--- config.mk ---
export PLATFORM = sky130hd
export DESIGN_NAME = cnn_result_reader
export DESIGN_NICKNAME = d
export VERILOG_FILES = /design/src/rtl/cnn_pkg.sv /design/src/rtl/cnn_row_buffer.sv /design/src/rtl/cnn_result_reader.sv
export SDC_FILE = /design/constraint.sdc
export NUM_CORES = 1
export LEC_CHECK = 0
export BUFFER_PORTS_ARGS = -buffer_cell sky130_fd_sc_hd__buf_4
export CORE_MARGIN = 8
export CORE_UTILIZATION = 41
export CTS_CLUSTER_SIZE = 30
export DETAILED_ROUTE_END_ITERATION = 16
export HOLD_SLACK_MARGIN = 0.05
export PLACE_DENSITY_LB_ADDON = 0.12
export SLEW_MARGIN = 20
export SYNTH_ARGS = -nofsm -noshare
export SYNTH_HDL_FRONTEND = slang
export SYNTH_SLANG_ARGS = --single-unit
--- constraint.sdc ---
create_clock -name clk -period 4.3 [get_ports clk]
set_clock_uncertainty 0.15 [all_clocks]
set_input_delay 0 -clock clk [delete_from_list [all_inputs] [get_ports clk]]
set_output_delay 0 -clock clk [all_outputs]
set_load 0.01 [all_outputs]
--- src/rtl/cnn_pkg.sv ---
// Shared constants and FSM state type for the CNN result path.
// Imported by the row buffer and the result reader.
package cnn_pkg;

    localparam int CNN_DATA_W = 13;
    localparam int CNN_LANES  = 5;

    typedef enum logic {
        FILL,
        DRAIN
    } state_t;

endpackage

--- src/rtl/cnn_row_buffer.sv ---
// Row storage for captured CNN result rows.
// One write port, one combinational row read port.
module cnn_row_buffer
    import cnn_pkg::*;
#(
    parameter int DATA_W = CNN_DATA_W,
    parameter int LANES  = CNN_LANES,
    parameter int DEPTH  = 5,
    parameter int AW     = (DEPTH > 1) ? $clog2(DEPTH) : 1
) (
    input  logic                      clk,
    input  logic                      rst,
    input  logic                      i_wr_en,
    input  logic [AW-1:0]             i_wr_idx,
    input  logic [LANES*DATA_W-1:0]   i_wr_data,
    input  logic [AW-1:0]             i_rd_idx,
    output logic [LANES*DATA_W-1:0]   o_rd_data
);

    logic [LANES*DATA_W-1:0] r_mem [DEPTH];

    always_ff @(posedge clk or negedge rst) begin
        if (!rst) begin
            for (int i = 0; i < DEPTH; i++) begin
                r_mem[i] <= '0;
            end
        end else if (i_wr_en) begin
            r_mem[i_wr_idx] <= i_wr_data;
        end
    end

    assign o_rd_data = r_mem[i_rd_idx];

endmodule

--- src/rtl/cnn_result_reader.sv ---
// Captures parallel CNN result rows and drains them as a
// serial valid/ready stream, one element per handshake.
module cnn_result_reader
    import cnn_pkg::*;
#(
    parameter int DATA_W = CNN_DATA_W,
    parameter int LANES  = CNN_LANES,
    parameter int DEPTH  = 5
) (
    input  logic                    clk,
    input  logic                    rst,
    input  logic [LANES*DATA_W-1:0] in_data,
    input  logic                    in_valid,
    input  logic                    in_done,
    output logic [DATA_W-1:0]       out_data,
    output logic                    out_valid,
    input  logic                    out_ready,
    output logic                    out_last,
    output logic                    busy,
    output logic                    overflow
);

    localparam int AW = (DEPTH > 1) ? $clog2(DEPTH) : 1;
    localparam int CW = $clog2(DEPTH + 1);
    localparam int LW = (LANES > 1) ? $clog2(LANES) : 1;
    localparam logic [CW-1:0] DEPTH_C   = CW'(DEPTH);
    localparam logic [LW-1:0] LANE_LAST = LW'(LANES - 1);

    state_t                  r_state;
    state_t                  w_state_next;
    logic [CW-1:0]           r_row_cnt;
    logic [AW-1:0]           r_row_idx;
    logic [LW-1:0]           r_lane_idx;
    logic                    r_valid;
    logic                    r_overflow;

    logic                    w_cap;
    logic [CW-1:0]           w_rows_next;
    logic                    w_fill_done;
    logic                    w_hs;
    logic                    w_is_last;
    logic [LANES*DATA_W-1:0] w_row;
    logic [DATA_W-1:0]       w_elem;

    cnn_row_buffer #(
        .DATA_W (DATA_W),
        .LANES  (LANES),
        .DEPTH  (DEPTH),
        .AW     (AW)
    ) u_buf (
        .clk       (clk),
        .rst       (rst),
        .i_wr_en   (w_cap),
        .i_wr_idx  (r_row_cnt[AW-1:0]),
        .i_wr_data (in_data),
        .i_rd_idx  (r_row_idx),
        .o_rd_data (w_row)
    );

    assign w_cap       = in_valid && (r_state == FILL);
    assign w_rows_next = r_row_cnt + CW'(w_cap);
    assign w_fill_done = (in_done && (w_rows_next != '0))
                      || (w_cap && (w_rows_next == DEPTH_C));
    assign w_hs        = r_valid && out_ready;
    assign w_is_last   = (CW'(r_row_idx) == r_row_cnt - CW'(1))
                      && (r_lane_idx == LANE_LAST);

    always_comb begin
        w_elem = '0;
        for (int l = 0; l < LANES; l++) begin
            if (r_lane_idx == LW'(l)) begin
                w_elem = w_row[l*DATA_W +: DATA_W];
            end
        end
    end

    always_ff @(posedge clk or negedge rst) begin
        if (!rst) begin
            r_state <= FILL;
        end else begin
            r_state <= w_state_next;
        end
    end

    always_comb begin
        w_state_next = r_state;
        unique case (r_state)
            FILL:  if (w_fill_done) w_state_next = DRAIN;
            DRAIN: if (w_hs && w_is_last) w_state_next = FILL;
            default: w_state_next = FILL;
        endcase
    end

    // The buffer is frozen in DRAIN, so indices alone keep the output stable.
    always_ff @(posedge clk or negedge rst) begin
        if (!rst) begin
            r_row_cnt  <= '0;
            r_row_idx  <= '0;
            r_lane_idx <= '0;
            r_valid    <= 1'b0;
            r_overflow <= 1'b0;
        end else begin
            if (in_valid && (r_state == DRAIN)) begin
                r_overflow <= 1'b1;
            end
            if (w_cap) begin
                r_row_cnt <= w_rows_next;
            end
            if (r_state == DRAIN) begin
                if (!r_valid) begin
                    r_valid <= 1'b1;
                end else if (out_ready) begin
                    if (w_is_last) begin
                        r_valid    <= 1'b0;
                        r_row_cnt  <= '0;
                        r_row_idx  <= '0;
                        r_lane_idx <= '0;
                    end else if (r_lane_idx == LANE_LAST) begin
                        r_lane_idx <= '0;
                        r_row_idx  <= r_row_idx + AW'(1);
                    end else begin
                        r_lane_idx <= r_lane_idx + LW'(1);
                    end
                end
            end
        end
    end

    assign out_valid = r_valid;
    assign out_data  = r_valid ? w_elem : '0;
    assign out_last  = r_valid && w_is_last;
    assign busy      = (r_state == DRAIN);
    assign overflow  = r_overflow;

endmodule

Yosys cells after proc, flatten, opt, wreduce, memory -nomap -nowiden
Index checks and enable logic that the tools add are counted.
W data, S select, Z words.
Storage, ports and cells
  register bits: 337
  input bits: 70
  output and inout port bits: 17
  logic and storage cells: 69
Cells by class
  add/sub/neg operators: 4
  magnitude comparators: 3
  equal/unequal tests: 6
  muxes and demuxes: 27
  bitwise operators: 3
  reduce and logical (&&, ||, !) cells: 15
Operator list (number)
  $bwmux W325: 1
  $bmux W65 S3: 1
  $demux W65 S3: 1
  $mux W65: 3
  $mux W13: 6
  $mux W3: 9
  $logic_and A1 B1 Y1: 9
  $ge A4 B4 Y1 const B: 2
  $not A3 Y4: 2
  $add A3 B1 Y3 const B: 2
  $eq A3 B2 Y1 const B: 2
  $eq A3 B3 Y1 const B: 2
  $mux W1: 5
  $lt A4 B1 Y1 const B: 1
  $reduce_and A4 Y1: 1
  $add A3 B1 Y3: 1
  $eq A3 B1 Y1 const B: 1
  $eq A3 B3 Y1: 1
  $logic_not A3 Y1: 1
  $reduce_and A3 Y1: 1
  $reduce_bool A3 Y1: 1
  $sub A3 B1 Y3 const B: 1
  $pmux W1 S2: 1
  $reduce_bool A2 Y1: 1
  other kinds (2): 2

Depth between registers and ports, before layout
Gate-level depths: netlist of run 1.
  word-level depth: 10
  mapped depth: 8

By module
From an unflattened synthesis of run 1, not the netlist that was laid out.
Unflattened totals
  cell total of the unflattened synthesis: 1180
  area, all modules: 15823.9 µm²
Modules (own cells, without submodules)
  cnn_row_buffer: instances 1, cells an instance 992, area an instance 14545.2 µm², sequential area each 8132.8 µm²
  cnn_result_reader: instances 1, cells an instance 188, area an instance 1278.7 µm², sequential area each 300.3 µm²

Least setup slack after synthesis of run 1
No wires, ideal clock.
  path kind: register to output
  from: register r_lane_idx[0]
  to: output out_data[10]
  data arrival time: 1.760 ns
  data required time: 4.150 ns
  path slack: 2.390 ns
  stages on the path, launching flop included: 7
  cells stage by stage: dfrtp_1 > inv_1 > ha_1 > nor4b_2 > clkbuf_1 > a221oi_1 > a21oi_1
Between the ends
  word-level cells in the longest chain between the ends: 7
  elaborated cells between the ends (all ways): 11
  those cells by class: 4 x eq/ne; 6 x mux; 1 x reduce/logical
Ends and longest elaborated chain
  start, declared: line cnn_result_reader.sv:33  | logic [LW-1:0] r_lane_idx;
  start signal, assigned: line cnn_result_reader.sv:122  | r_lane_idx <= r_lane_idx + LW'(1);
  $logic_not A3 Y1: line cnn_result_reader.sv:71  | if (r_lane_idx == LW'(l)) begin
  $mux W13 (4 in series): line cnn_result_reader.sv:71
  $mux W13 *: line cnn_result_reader.sv:71
  $mux W13 *: line cnn_result_reader.sv:130  | assign out_data = r_valid ? w_elem : '0;
  end, declared: line cnn_result_reader.sv:15  | output logic [DATA_W-1:0] out_data,
Mark *: on every way between the ends. The rest lies on a longest branch, timed or not.

Final worst setup path of run 1
  from: register r_row_idx[0]
  to: output out_data[6]
Between the ends
  word-level cells in the longest chain between the ends: 10
Ends and longest elaborated chain
  start, declared: line cnn_result_reader.sv:32  | logic [AW-1:0] r_row_idx;
  start signal, assigned: line cnn_result_reader.sv:120  | r_row_idx <= r_row_idx + AW'(1);
  $not A3 Y4 (not written as such) *: line cnn_row_buffer.sv:32  | assign o_rd_data = r_mem[i_rd_idx];
  $bmux W65 S3 *: line cnn_row_buffer.sv:32
  $mux W65 (not written as such) * (2 in series): line cnn_row_buffer.sv:32
  $mux W13 (4 in series): line cnn_result_reader.sv:71
  $mux W13 *: line cnn_result_reader.sv:71
  $mux W13 *: line cnn_result_reader.sv:130
Mark *: on every way between the ends. The rest lies on a longest branch, timed or not. The select of a mux whose other input is x is not followed.

==> results of run 1 <==
-- layout make-up --
type,count,area (µm²)
clock inverter,8,101
inverter,6,22.5
clock buffer,62,1200
timing repair buffer,184,1630
sequential,337,8440
fill,3427,19500
multi-input combinational,709,6800
tap,518,648
-- power by group through the flow --
stage	Combinational (mW)	Clock, mW	Sequential, mW
floorplan	2.60	0	4.61
global placement	3.27	0	4.92
detailed placement	3.32	0	4.95
CTS	3.39	3.48	4.90
global route	3.67	3.61	5.04
finish	3.37	3.38	4.90
-- cell families (layout without fill, tap and decap cells) --
kind of cell | after synthesis | after routing | synth area share
flip-flops | 337 | 337 | 0.533
AO/OA/AOI/OAI | 166 | 166 | 0.0729
AND/OR/NAND/NOR | 123 | 123 | 0.0389
XOR/XNOR | 6 | 6 | 0.00332
multiplexers | 405 | 405 | 0.305
buffers and inverters | 88 | 260 | 0.0397
adder cells (fa/ha/maj) | 9 | 9 | 0.00711
-- through the flow --
step / instance area, µm² / setup slack [ns] / total power, mW
after global routing: 18800 / 0.547 / 12.3
after floorplan: 15800 / 2.39 / 7.21
after global placement: 16800 / 1.12 / 8.20
final: 18800 / 0.743 / 11.6
after CTS: 18800 / 0.550 / 11.8
after detailed placement: 16800 / 1.16 / 8.26
-- sequential cells by signal (all words and copies together), names as in the netlist --
register	flops
overflow	1
r_row_cnt	3
r_lane_idx	3
u_buf.r_mem	325
out_valid	1
busy	1
r_row_idx	3
-- synth_stat cells, drive strengths merged --
master,number
and3,3
xor2,1
o21ai,29
nor2,23
nor3,1
ha,9
nor2b,18
nand2b,2
inv,6
nand2,58
or3,2
and2b,2
buf,73
mux2,353
a22o,12
nor4b,1
a22oi,26
clkbuf,9
dfrtp,337
a21o,3
o31ai,1
a211oi,24
mux4,26
a221oi,25
and2,3
xnor2,5
o22ai,13
nor3b,4
a31oi,14
nor4,1
nand3,5
a221o,2
a21oi,17
mux2i,26
-- worst max path at each step --
| stage | end | cells past startpoint |
|---|---|---|
| global placement | out_data[9] | 6 |
| CTS | out_data[5] | 6 |
| finish | out_data[6] | 7 |
| global route | out_data[6] | 7 |
| detailed placement | out_data[5] | 6 |
| floorplan | out_data[10] | 6 |
-- cell usage in the layout, fill, tap and decap left out, types with 4 or more instances in the layout --
master | synthesis | routed
mux4_2 | 22 | 22
xnor2_1 | 5 | 5
dlygate4sd3_1 | 0 | 70
a211oi_1 | 24 | 24
a221oi_1 | 24 | 24
mux2i_1 | 26 | 26
o22ai_1 | 13 | 13
ha_1 | 9 | 9
clkbuf_16 | 0 | 41
nor2b_1 | 17 | 17
mux2_1 | 10 | 10
buf_4 | 14 | 108
mux2_2 | 343 | 343
nand2_1 | 57 | 56
clkbuf_1 | 9 | 11
a22o_1 | 12 | 12
a31oi_1 | 14 | 14
mux4_1 | 4 | 4
clkbuf_8 | 0 | 10
dfrtp_1 | 337 | 334
nor2_1 | 23 | 23
o21ai_0 | 28 | 28
inv_1 | 6 | 6
a22oi_1 | 26 | 26
a21oi_1 | 17 | 17
-- per-layer routing --
metal,up-vias,track usage,share of wire
li1,4493,-,-
met2,192,0.289,0.45
met1,5166,0.283,0.49
met3,59,0.0271,0.037
met4,0,0.0552,0.022
met5,-,0,0
-- worst max-delay path, delay by kind of cell, from the launching register on --
| kind | cells | cell delay, ns |
|---|---|---|
| multiplexers | 1 | 0.63 |
| AND/OR/NAND/NOR | 1 | 0.15 |
| buffers and inverters | 2 | 0.70 |
| AO/OA/AOI/OAI | 3 | 0.59 |
| flip-flops | 1 | 0.76 |
==> impl_metrics.env, run 1 <==
export IMPL_core_um2=38400
export IMPL_clkSinkCount=337
export IMPL_dp_cells=1682
export IMPL_relSlewSlack=0.405
export IMPL_hold_class="in2reg"
export IMPL_viasPerCell=5.43
export IMPL_nets=1357
export IMPL_cp_common_cell="buf_4"
export IMPL_cp_start_kind="flop"
export IMPL_synth_distinct_cells=46
export IMPL_hold_end="overflow"
export IMPL_r2r_end="u_buf.r_mem[148]"
export IMPL_grt_max_degree=127
export IMPL_rrSetupSlack_ns=1.61
export IMPL_io_pins=87
export IMPL_cts_hold_buffers=69
export IMPL_start_util=0.413
export IMPL_syn_cell_area_um2=15800
export IMPL_h_tree_depth=2
export IMPL_final_util=0.491
export IMPL_slowest_stage="dfrtp_4"
export IMPL_synth_seq_area_share=0.533
export IMPL_peakVddDrop_v=0.000325
export IMPL_cp_required_ns=4.15
export IMPL_overflow=0
export IMPL_crit_start="r_row_idx[0]"
export IMPL_combPwrFrac=0.289
export IMPL_antenna_cells=0
export IMPL_drtAntennaViolNets=0
export IMPL_post_cts_resized=0
export IMPL_path_cells="buf_4 > mux4_1 > a221oi_1 > a31oi_1 > nand2_1 > a21oi_1 > buf_4"
export IMPL_clk_latency_ns=0.56
export IMPL_drt_pass1_iter_count=4
export IMPL_hold_viol_final=0
export IMPL_grt_pass1_vias=10700
export IMPL_fin_hold_ws_ns=0.0839
export IMPL_dp_hpwl_mm=26.4
export IMPL_period_share=0.827
export IMPL_p_leak_nw=8.92
export IMPL_dr_total_vias=9910
export IMPL_yosys_register_bits=337
export IMPL_sw_frac_of_total=0.308
export IMPL_cts_tree="built"
export IMPL_die_area_um2=45200
export IMPL_wl_per_cell_um=23.2
export IMPL_track_usage=0.191
export IMPL_layoutNonFillerInstCount=1824
export IMPL_synth_area_leaders="dfrtp_1, mux2_2, mux4_2, buf_6, mux2i_1"
export IMPL_syn_to_final_growth_pct=19.0
export IMPL_syn_instance_count=1134
export IMPL_clk_transition_reported_paths_ns=0.06
export IMPL_yosysTopAreaCell="dfrtp_1"
export IMPL_clkPwrFrac=0.290
export IMPL_grt_pass1_wl_mm=66.4
export IMPL_clock_path_buffers=3
export IMPL_status="completed"
export IMPL_max_slew_worst_pin_slew_ns=0.890
export IMPL_max_freq_mhz=281
export IMPL_die_w_um=213
export IMPL_min_from="in_valid"
export IMPL_rr_worst_depth=5
export IMPL_cpPeakStageDelay_ns=0.76
export IMPL_synth_top_area_share=0.533
export IMPL_grt_antenna_before_repair=0
export IMPL_end_kind="primary output"
export IMPL_place_congestion=0.765
export IMPL_switchingPower_mw=3.58
export IMPL_fin_tns_setup_ns=0
export IMPL_drive_gt1_frac=0.423
export IMPL_final_max_slew_viol_count=0
export IMPL_min_period_ns=3.56
export IMPL_root_buffer="clkbuf_16"
export IMPL_crit_fanout=34
export IMPL_drt_iter0_drc=607
export IMPL_post_cts_buffers=0
export IMPL_holdPathStages=3
export IMPL_cts_made_buffers=40
export IMPL_drv_cap=0
export IMPL_num_rows=72
export IMPL_internal_power_mw=8.06
export IMPL_crit_type="reg2out"
export IMPL_power_frac_seq=0.420
export IMPL_rr_startpoint="busy"
export IMPL_wl_mm=42.2
export IMPL_yosysWarnings=0
export IMPL_arrival_ns=3.41
export IMPL_die_y_um=213
export IMPL_syn_nets=1213
export IMPL_avgSynthCellArea_um2=14.0
export IMPL_power_density_nw_per_um2=618
export IMPL_port_buffers=86
export IMPL_drc=0
export IMPL_setup_viol=0
export IMPL_rsz0062_at_grt="no"
Power figures use the tool's default switching activity.
==> inputs of run 2 (changes only) <==
--- a/config.mk
+++ b/config.mk
@@ -5,6 +5,7 @@
 export SDC_FILE = /design/constraint.sdc
 export NUM_CORES = 1
 export LEC_CHECK = 0
+export ABC_AREA = 1
 export BUFFER_PORTS_ARGS = -buffer_cell sky130_fd_sc_hd__buf_4
 export CORE_MARGIN = 8
 export CORE_UTILIZATION = 41
==> constraint.sdc (replaced) <==
create_clock -name clk -period 3.7 [get_ports clk]
set_clock_uncertainty 0.15 [all_clocks]
set_input_delay 0 -clock clk [delete_from_list [all_inputs] [get_ports clk]]
set_output_delay 0 -clock clk [all_outputs]
set_load 0.01 [all_outputs]
==> run 2 against run 1 <==
Power grew 19%. Via count up 37%. Sequential power is 2% higher. Largest power group unchanged. Non-clock buffer count rose by 12. Die area fell by 0.69%.
==> impl_metrics.env, run 2 <==
export IMPL_cp_required_ns=3.55
export IMPL_avgSynthCellArea_um2=8.03
export IMPL_dp_hpwl_mm=28.7
export IMPL_cp_common_cell="nand3_1"
export IMPL_yosysTopAreaCell="dfrtp_1"
export IMPL_drc=0
export IMPL_final_cell_mix="nand2_1, dfrtp_1, o21ai_0, nand3_1, a21oi_1"
export IMPL_syn_cell_area_um2=15700
export IMPL_synth_distinct_cells=26
export IMPL_cpLargestDelayFamily="simple AND/OR/NAND/NOR gates"
export IMPL_dr_total_vias=13600
export IMPL_fillerInstances=3707
export IMPL_antenna_cells=0
export IMPL_io_pins=87
export IMPL_rrSetupSlack_ns=0.58
export IMPL_status="completed"
export IMPL_final_max_slew_viol_count=0
export IMPL_crit_start="r_row_idx[0]"
export IMPL_clk_transition_reported_paths_ns=0.06
export IMPL_synth_area_leaders="dfrtp_1, nand2_1, o21ai_0, nand3_1, a21oi_1"
export IMPL_yosysWarnings=0
export IMPL_post_cts_buffers=0
export IMPL_root_buffer="clkbuf_16"
export IMPL_place_ws_ns=0.980
export IMPL_setup_viol=0
export IMPL_grt_antenna_before_repair=0
export IMPL_path_buf_inv=2
export IMPL_drt_pass1_iter_count=7
export IMPL_arrival_ns=3.09
export IMPL_min_period_ns=3.24
export IMPL_port_buffers=86
export IMPL_hold_viol_final=0
export IMPL_crit_fanout=56
export IMPL_yosys_register_bits=337
export IMPL_fin_tns_setup_ns=0
export IMPL_drive_gt1_frac=0.0943
export IMPL_core_um2=37800
export IMPL_synth_edf_count=0
export IMPL_rr_worst_depth=9
export IMPL_nets=2127
export IMPL_die_y_um=212
export IMPL_max_slew_worst_pin_slew_ns=0.958
export IMPL_die_w_um=212
export IMPL_place_congestion=0.816
export IMPL_clk_latency_ns=0.54
export IMPL_synth_common_cells="nand2_1, dfrtp_1, o21ai_0"
export IMPL_grt_pass1_wl_mm=76.6
export IMPL_synth_flop_cell="dfrtp_1"
export IMPL_grt_max_degree=114
export IMPL_clkSinkCount=337
export IMPL_peakVddDrop_v=0.000406
export IMPL_rsz0062_at_grt="no"
export IMPL_clock_path_buffers=3
export IMPL_hold_end="u_buf.r_mem[119]"
export IMPL_largest_reg_flops=325
export IMPL_holdPathStages=4
export IMPL_drt_iter0_drc=1120
export IMPL_hold_class="in2reg"
export IMPL_wl_mm=47.8
export IMPL_post_cts_resized=0
export IMPL_rr_startpoint="r_row_idx[2]"
export IMPL_h_tree_depth=2
export IMPL_p_leak_nw=8.81
export IMPL_synth_top_area_share=0.537
export IMPL_viasPerCell=5.24
export IMPL_max_freq_mhz=308
export IMPL_die_area_um2=44900
export IMPL_slowest_stage="dfrtp_4"
export IMPL_drtAntennaViolNets=0
export IMPL_end_kind="primary output"
export IMPL_power_density_nw_per_um2=735
export IMPL_drv_cap=0
export IMPL_cts_tree="built"
export IMPL_path_cells="buf_4 > nand2_1 > nand3_1 > nand3_1 > nand2_1 > nand2_1 > nand3_1 > nand3_1 > a21oi_1 > buf_4"
export IMPL_syn_instance_count=1956
export IMPL_regMostFlops="u_buf.r_mem"
export IMPL_yosysMostFrequentCell="nand2_1"
export IMPL_fin_ws_ns=0.458
export IMPL_cpPeakStageDelay_ns=0.60
export IMPL_power_mw=13.8
export IMPL_synth_seq_area_share=0.537
export IMPL_start_util=0.416
export IMPL_syn_nets=2035
export IMPL_syn_to_final_growth_pct=19.7
export IMPL_track_usage=0.215
export IMPL_wl_per_cell_um=18.4
export IMPL_relSlewSlack=0.362
export IMPL_min_from="in_data[54]"
export IMPL_grt_pass1_vias=13100
export IMPL_num_rows=71
export IMPL_crit_type="reg2out"
export IMPL_fin_hold_ws_ns=0.0710
export IMPL_r2r_end="busy"
export IMPL_final_common_cell="nand2_1"
export IMPL_cts_made_buffers=39
export IMPL_cp_start_kind="flop"
export IMPL_overflow=0
export IMPL_async_flop_share=1.00
export IMPL_period_share=0.876
## run 2: cell count changes after synthesis, moves of 22 or more
cell / change
inv_1: +92
mux2_2: -343
a221oi_1: -24
a22oi_1: -26
o21ai_0: +302
nand3_1: +184
a21oi_1: +113
mux2i_1: -26
clkbuf_1: +41
nand2_1: +519
mux4_2: -22
buf_6: -22
nor2_1: +79
buf_2: +34
## run 2: metal layers
| layer | share of wire | routed length (µm) | vias to the layer above | global-route usage |
|---|---|---|---|---|
| met5 | 0 | 0 | - | 0 |
| met3 | 0.052 | 2490 | 73 | 0.0285 |
| li1 | - | - | 6599 | - |
| met1 | 0.47 | 22400 | 6530 | 0.308 |
| met4 | 0.020 | 973 | 0 | 0.0542 |
| met2 | 0.46 | 21900 | 374 | 0.340 |
## run 2: tightest hold or removal path: stages
cell	delay, ns
dlygate4sd3_1	0.52
buf_4	0.10
nand2_1	0.05
o21ai_1	0.06
## run 2: layout make-up
| type | instances | area [µm²] | area share |
|---|---|---|---|
| clock buffers | 66 | 1250 | 0.0664 |
| clock inverters | 6 | 72.6 | 0.00386 |
| well taps | 511 | 639 | 0.0340 |
| flip-flops and latches | 337 | 8440 | 0.449 |
| repair buffers | 196 | 1790 | 0.0951 |
| inverters | 102 | 384 | 0.0204 |
| multi-input cells | 1372 | 6230 | 0.331 |
## run 2: how the worst max path moves through the flow
stage | to | slack, ns | depth (start not counted)
6_report | out_data[11] | 0.46 | 10
5_1_grt | out_data[11] | 0.28 | 10
4_1_cts | out_data[10] | 0.48 | 10
3_5_place_dp | u_buf.r_mem[53] | 0.98 | 7
3_3_place_gp | out_data[10] | 1.05 | 10
2_1_floorplan | busy | 1.75 | 10
## run 2: timing repair
action / in CTS / in global routing
hold buffers: 74 / 0
setup endpoints to repair: 0 / 0
hold endpoints to repair: 448 / 0
## run 2: cells by family after synthesis
kind of cell,Yosys count,synth area share
simple gates,870,0.224
compound gates,488,0.159
flops,337,0.537
buf+inv,247,0.0701
fa+ha+maj,9,0.00717
xor+xnor,5,0.00279
## run 2: report_power, final
part / total, mW / switching (mW) / internal (mW) / leakage [nW]
clock: 3.93 / 1.56 / 2.37 / 0.647
sequential: 4.98 / 0.492 / 4.49 / 4.49
combinational: 4.92 / 3.28 / 1.64 / 3.68
## run 2: metrics by stage
step           utilization  cells  instance area, µm²
2_1_floorplan            -   1956               15700
3_3_place_gp         0.443   2444               16700
3_5_place_dp         0.443   2444               16700
4_1_cts              0.498   2590               18800
5_1_grt              0.498   2590               18800
6_report             0.498   2590               18800
